--- config.mk ---
export PLATFORM = sky130hd
export DESIGN_NAME = mem_port_arbiter
export DESIGN_NICKNAME = d
export VERILOG_FILES = /design/src/rtl/mem_port_arbiter.sv
export SDC_FILE = /design/constraint.sdc
export NUM_CORES = 1
export LEC_CHECK = 0
export BUFFER_PORTS_ARGS = -buffer_cell sky130_fd_sc_hd__buf_2
export CAP_MARGIN = 20
export CORE_AREA = 2 2 106 108
export DETAILED_ROUTE_END_ITERATION = 10
export DIE_AREA = 0 0 108 110
export GPL_TIMING_DRIVEN = 0
export MAX_ROUTING_LAYER = met4
export PLACE_DENSITY = 0.51
export SLEW_MARGIN = 15
export SYNTH_ARGS = -nofsm -noshare
export SYNTH_HDL_FRONTEND = slang
export SYNTH_SLANG_ARGS = --single-unit
export TNS_END_PERCENT = 100
--- constraint.sdc ---
create_clock -name clk -period 2 [get_ports clk]
set_clock_uncertainty 0.1 [all_clocks]
set_input_delay 0.3 -clock clk [delete_from_list [all_inputs] [get_ports clk]]
set_output_delay 0.3 -clock clk [all_outputs]
set_load 0.03 [all_outputs]
--- src/rtl/mem_port_arbiter.sv ---
// rtl/mem_port_arbiter.sv - single-port memory arbiter between IF fetch and MEM load/store
// Fixed priority to MEM, with IF forced through after STARVE_MAX consecutive MEM wins.
module mem_port_arbiter #(
    parameter int MEM_LAT    = 1,
    parameter int STARVE_MAX = 4
) (
    input  logic        clk,
    input  logic        reset,
    input  logic        if_req,
    input  logic [31:0] if_addr,
    output logic        if_gnt,
    output logic        if_rvalid,
    output logic [31:0] if_rdata,
    input  logic        dm_req,
    input  logic        dm_we,
    input  logic [3:0]  dm_be,
    input  logic [31:0] dm_addr,
    input  logic [31:0] dm_wdata,
    output logic        dm_gnt,
    output logic        dm_rvalid,
    output logic [31:0] dm_rdata,
    output logic        mem_en,
    output logic [3:0]  mem_we,
    output logic [31:0] mem_addr,
    output logic [31:0] mem_wdata,
    input  logic [31:0] mem_rdata,
    output logic        busy
);

    localparam int SW = (STARVE_MAX < 1) ? 1 : $clog2(STARVE_MAX + 1);
    localparam logic [SW-1:0] SMAX     = SW'(STARVE_MAX);
    localparam logic [2:0]    LAT_INIT = 3'(MEM_LAT - 1);

    typedef enum logic [1:0] {
        IDLE,
        WAIT_IF,
        WAIT_DM
    } state_t;

    state_t        state, state_nxt;
    logic [2:0]    lat_cnt, lat_nxt;
    logic [SW-1:0] streak, streak_nxt;
    logic          force_if;

    always_ff @(posedge clk or posedge reset) begin
        if (reset) begin
            state   <= IDLE;
            lat_cnt <= 3'd0;
            streak  <= '0;
        end else begin
            state   <= state_nxt;
            lat_cnt <= lat_nxt;
            streak  <= streak_nxt;
        end
    end

    assign force_if = if_req && (streak == SMAX);

    // Outputs are held at zero while reset is high, even with requests pending.
    always_comb begin
        state_nxt  = state;
        lat_nxt    = lat_cnt;
        streak_nxt = streak;
        if_gnt     = 1'b0;
        dm_gnt     = 1'b0;
        if_rvalid  = 1'b0;
        dm_rvalid  = 1'b0;
        if_rdata   = 32'd0;
        dm_rdata   = 32'd0;
        mem_en     = 1'b0;
        mem_we     = 4'd0;
        mem_addr   = 32'd0;
        mem_wdata  = 32'd0;
        if (!reset) begin
            case (state)
                IDLE: begin
                    if (dm_req && !force_if) begin
                        dm_gnt    = 1'b1;
                        mem_en    = 1'b1;
                        mem_we    = dm_we ? dm_be : 4'd0;
                        mem_addr  = dm_addr;
                        mem_wdata = dm_wdata;
                        lat_nxt   = LAT_INIT;
                        state_nxt = WAIT_DM;
                        if (!if_req)
                            streak_nxt = '0;
                        else if (streak != SMAX)
                            streak_nxt = streak + SW'(1);
                    end else if (if_req) begin
                        if_gnt     = 1'b1;
                        mem_en     = 1'b1;
                        mem_addr   = if_addr;
                        lat_nxt    = LAT_INIT;
                        state_nxt  = WAIT_IF;
                        streak_nxt = '0;
                    end else begin
                        streak_nxt = '0;
                    end
                end
                WAIT_IF: begin
                    if (lat_cnt == 3'd0) begin
                        if_rvalid = 1'b1;
                        if_rdata  = mem_rdata;
                        state_nxt = IDLE;
                    end else begin
                        lat_nxt = lat_cnt - 3'd1;
                    end
                end
                WAIT_DM: begin
                    if (lat_cnt == 3'd0) begin
                        dm_rvalid = 1'b1;
                        dm_rdata  = mem_rdata;
                        state_nxt = IDLE;
                    end else begin
                        lat_nxt = lat_cnt - 3'd1;
                    end
                end
                default: state_nxt = IDLE;
            endcase
        end
    end

    assign busy = (state != IDLE);

endmodule

; Word level (Yosys, flattened, before mapping)
; Index checks and enable logic that the tools add are counted.
[word_totals]
register_bits = 8
inputBits = 137
out_inout_bits = 138
elab_cells = 67
[classes]
n_addsub = 2
eq_ne = 8
muxes = 42
n_bitwise = 1
n_reduce_logical = 11
[op_table]
columns = operator, n
row1 = two-way mux 32 bit, 12
row2 = two-way mux 3 bit, 6
row3 = two-way mux 4 bit, 4
row4 = two-way mux 1 bit, 15
row5 = two-way mux 2 bit, 3
row6 = "!= test 3 bit, second input constant", 2
row7 = case mux 3 bit (2 select lines), 1
row8 = AND reduction 3 bit, 2
row9 = case mux 2 bit (2 select lines), 1
row10 = AND reduction 4 bit, 1
row11 = nonzero test 2 bit, 2
row12 = "adder 3 x 1 -> 3 bit, second input constant", 1
row13 = "== test 3 bit, second input constant", 1
row14 = zero test 3 bit, 1
row15 = "!= test 3 x 2 -> 1 bit, second input constant", 1
row16 = "subtractor 3 x 1 -> 3 bit, second input constant", 1
row17 = "== test 2 x 1 -> 1 bit, second input constant", 1
row18 = "== test 2 bit, second input constant", 1
row19 = logical AND 1 bit, 2
row20 = zero test 2 bit, 1
row21 = "!= test 2 x 1 -> 1 bit, second input constant", 1
row22 = "!= test 2 bit, second input constant", 1
row23 = OR reduction 2 bit, 1
row24 = zero test 1 bit, 1
row25 = NOT 1 bit, 1

; Logic depth before layout (Yosys ltp)
[depth]
word_depth = 7
mapped_depth = 8
depth_no_buf = 5

; Worst setup path after synthesis
; OpenSTA, ideal clock, no wires.
[synth_path]
path_kind = flip-flop to output port
startpoint = register state[0]
endpoint = output mem_addr[22]
arrival_time_ns = 1.806
required_time_ns = 1.600
slack_ns = -0.206
stages_incl_launch_ff = 8
path_buffers = 2
cell_sequence = dfrtp_1 -> inv_1 -> ha_1 -> nand2b_4 -> buf_6 -> nor3b_2 -> buf_6 -> a22o_1
[synth_between]
elab_chain_cells = 3
[synth_rtl]
columns = element, line_no
row1 = from (decl), 40  ; state_t state, state_nxt;
row2 = from (signal assigned), 51  ; state <= state_nxt;
row3 = zero test 2 bit, 75  ; case (state)
row4 = two-way mux 32 bit, 75
row5 = two-way mux 32 bit, 74  ; if (!reset) begin
row6 = to (decl), 24  ; output logic [31:0] mem_addr,
; Every way passes these cells.

; Final worst setup path
[layout_path]
startpoint = register state[1]
endpoint = output mem_we[2]
[layout_between]
elab_chain_cells = 3
[layout_rtl]
columns = element, line_no
row1 = zero test 2 bit, 75
row2 = two-way mux 4 bit, 75
row3 = two-way mux 4 bit, 74
row4 = to (decl), 23  ; output logic [3:0] mem_we,
; Every way passes these cells.

==> impl_metrics.toml <==
[timing]
setup_viol_count_final = 134
rsz0062_at_grt = "true"
maxSlewHeadroom = 0.728
fin_ws_ns = -0.251
fin_crit_ns = 2.25
finalMaxSlewViolations = 0
fmax_ghz = 0.444
fin_crit_sh = 1.13
hold_slack_ns = 0.284
hold_violations = 0
tightest_slew_ns = 0.407

[global_routing]
gr-total-overflow = 0
grt_pass1_wl_mm = 14.9
grt_max_degree = 11
antenna_found_initial = 2
first_global_vias = 3062
track_usage = 0.165

[routing]
drt_iter0_drc = 152
wirelength_mm = 11.0
route.detailed.drc = 0
ant_nets = 0
wl_per_cell_um = 16.5
vias_per_cell = 4.30
num_vias = 2874
firstDrtPassIters = 4

[critical_path]
critPathMaxFanout = 6
cpMaxStageDelayCell = "dfrtp_1"
critPathCaptureType = "output pin"
required_ns = 1.60
slowest_delay_ns = 0.40
arrival_ns = 1.85
worst-setup-path-type = "register to output pin"
r2r_slack_ns = 0.11
cp-startpoint = "state[1]"
timing.rr.end = "state[1]"
critPathCapture = "mem_we[2]"
worstPathCellList = "inv_2 > ha_4 > nand2b_4 > nor3_4 > buf_6 > clkbuf_16 > and3_4 > buf_6"
rr_worst_depth = 6
path_common_cell = "buf_6"
cp_top_family = "buffers and inverters"
r2r_start = "state[1]"
start_kind = "register"
crit_cells = 8
cp_num_buf_inv = 4

[synth]
yosys_warnings = 0
synth_nets = 358
synth_area_per_cell_um2 = 7.61
synth_cell_types = 34
synth-seq-area-share = 0.123
synthCells = 214
synthesis.area_um2 = 1630
ys_seq_elements = 8

[layout]
fillCellCount = 943
drive_gt1_frac = 0.907
fin_nets = 672
area_growth_pct = 213

[die]
io_pins = 275
die_h_um = 110
chipWidth_um = 108
coreArea_um2 = 10700
die_area_um2 = 11900
start_util = 0.152
num_rows = 38

[placement]
dp_hpwl_mm = 7.72
portBuffers = 273
pre_cts_slack_ns = -0.590
finalWeightedCongestion = 0.750

[clock_network]
cts_sinks = 8
cts_root_buffer = "clkbuf_8"
cts_tree = "built"
htreeDepth = 1
clk_pin_slew_ns = 0.05
insertion_delay_ns = 0.24
clockBufferDepth = 2
cts_made_buffers = 3

[power_and_ir_drop]
p_leak_nw = 2.68
power_density_nw_per_um2 = 710
peakVddDrop_mv = 0.331

[run_status]
violations = "negative setup slack"
status = "complete, but fails checks"

[job]
cap_violations = 0

[min_path]
holdPathStages = 3
hp-class = "primary input to register"
-- layout by cell type, fill, tap and decap left out, types with 4 or more instances in the layout --
master   count
and2_2      16
inv_1        4
dfrtp_1      8
inv_2        6
a22o_4      17
buf_6      153
o21ai_0      5
a22o_2      12
and3_4       5
and2_4      78
buf_4       19
buf_2      137
buf_8       13
ha_4         4
-- state kept, by name, indices dropped and copies added, names as in the netlist --
register  cells
state         2
streak        3
lat_cnt       3
-- kinds of logic (layout without fill, tap and decap cells) --
group / Yosys count / after routing / synth area share
AO/OA/AOI/OAI: 45 / 45 / 0.227
adder cells (fa/ha/maj): 7 / 7 / 0.0538
buffers and inverters: 28 / 340 / 0.0968
flip-flops: 8 / 8 / 0.123
multiplexers: 3 / 3 / 0.0192
other: 0 / 2 / 0
AND/OR/NAND/NOR: 123 / 123 / 0.480
-- metal layers --
layer  GRT usage  vias up  routed length (µm)
met5           -        -                   0
met4      0.0604        0                 234
met3      0.0235       14                 866
met2       0.316      177                5950
met1       0.170     1323                3950
li1            -     1360                   -
-- stage by stage --
stage / total power, W / area (µm²) / setup TNS (ns) / instances / utilization
floorplan: 0.00169 / 1810 / -2.20 / 214 / -
global placement: 0.00226 / 3350 / -53.74 / 627 / 0.313
detailed placement: 0.00229 / 3350 / -57.57 / 627 / 0.313
CTS: 0.00336 / 4740 / -16.06 / 658 / 0.443
global route: 0.00381 / 5090 / -32.23 / 668 / 0.476
finish: 0.00362 / 5090 / -22.16 / 668 / 0.476
-- timing repair --
item | 4_1_cts | 5_1_grt
endpoints found under the setup margin | 136 | 137
resized for setup | 354 | 85
hold buffers | 1 | 0
gates cloned | 7 | 4
endpoints found under the hold margin | 8 | 0
buffers inserted | 21 | 4
pin swaps | 23 | 52
-- worst min-delay path, delay by kind of cell --
kind	cells	cell delay, ns
buffers and inverters	1	0.12
AOI/OAI and AO/OA	2	0.15
-- area by class of cell --
type | instances | area, µm² | share of cell area
diodes | 2 | 5.00 | 0.000983
plain buffers | 17 | 244 | 0.0479
clock buffers | 3 | 41.3 | 0.00811
inverters | 10 | 37.5 | 0.00737
multi-input cells | 178 | 1780 | 0.349
flip-flops and latches | 8 | 200 | 0.0393
well taps | 140 | 175 | 0.0344
repair buffers | 310 | 2610 | 0.513
-- synthesized netlist by cell type --
| cell | n | share of area |
|---|---|---|
| a21boi_0 | 1 | 0.0046 |
| and3_1 | 5 | 0.019 |
| ha_1 | 7 | 0.054 |
| inv_1 | 10 | 0.023 |
| clkbuf_1 | 5 | 0.012 |
| nor4_1 | 2 | 0.0077 |
| nor3_1 | 1 | 0.0031 |
| nand2_1 | 3 | 0.0069 |
| or2_2 | 1 | 0.0038 |
| nand4_1 | 1 | 0.0038 |
| nand2b_1 | 2 | 0.0077 |
| dfrtp_1 | 8 | 0.12 |
| buf_4 | 2 | 0.0092 |
| mux2_2 | 1 | 0.0069 |
| o31ai_1 | 3 | 0.014 |
| nand2b_4 | 1 | 0.0085 |
| clkbuf_2 | 1 | 0.0031 |
| nor2b_1 | 1 | 0.0038 |
| and2_1 | 96 | 0.37 |
| nand3_1 | 1 | 0.0031 |
| buf_2 | 5 | 0.015 |
| a32oi_1 | 1 | 0.0054 |
| a211oi_1 | 1 | 0.0046 |
| mux2i_1 | 2 | 0.012 |
| and3b_1 | 1 | 0.0054 |
| nor3_4 | 1 | 0.010 |
| o21ai_0 | 5 | 0.015 |
| nor2_1 | 3 | 0.0069 |
| a22o_1 | 32 | 0.17 |
| nor3b_1 | 3 | 0.014 |
| buf_6 | 5 | 0.035 |
| o32ai_1 | 1 | 0.0054 |
| o41ai_1 | 1 | 0.0054 |
| nor3b_2 | 1 | 0.0077 |
-- worst min path at each step --
stage                      from          to  slack, ns
after floorplan           reset  lat_cnt[0]       0.14
after global placement    reset  lat_cnt[0]       0.21
after detailed placement  reset    state[0]       0.22
after CTS                 reset  lat_cnt[0]       0.27
after global routing      reset  lat_cnt[0]       0.29
final                     reset  lat_cnt[0]       0.28
-- report_power, final --
part	switching, W	total [W]	internal, W
Combinational	0.00153	0.00313	0.00160
Sequential	0.0000517	0.000278	0.000226
Clock	0.0000774	0.000209	0.000132
Total	0.00166	0.00362	0.00195
(Power assumes the default switching activity.)
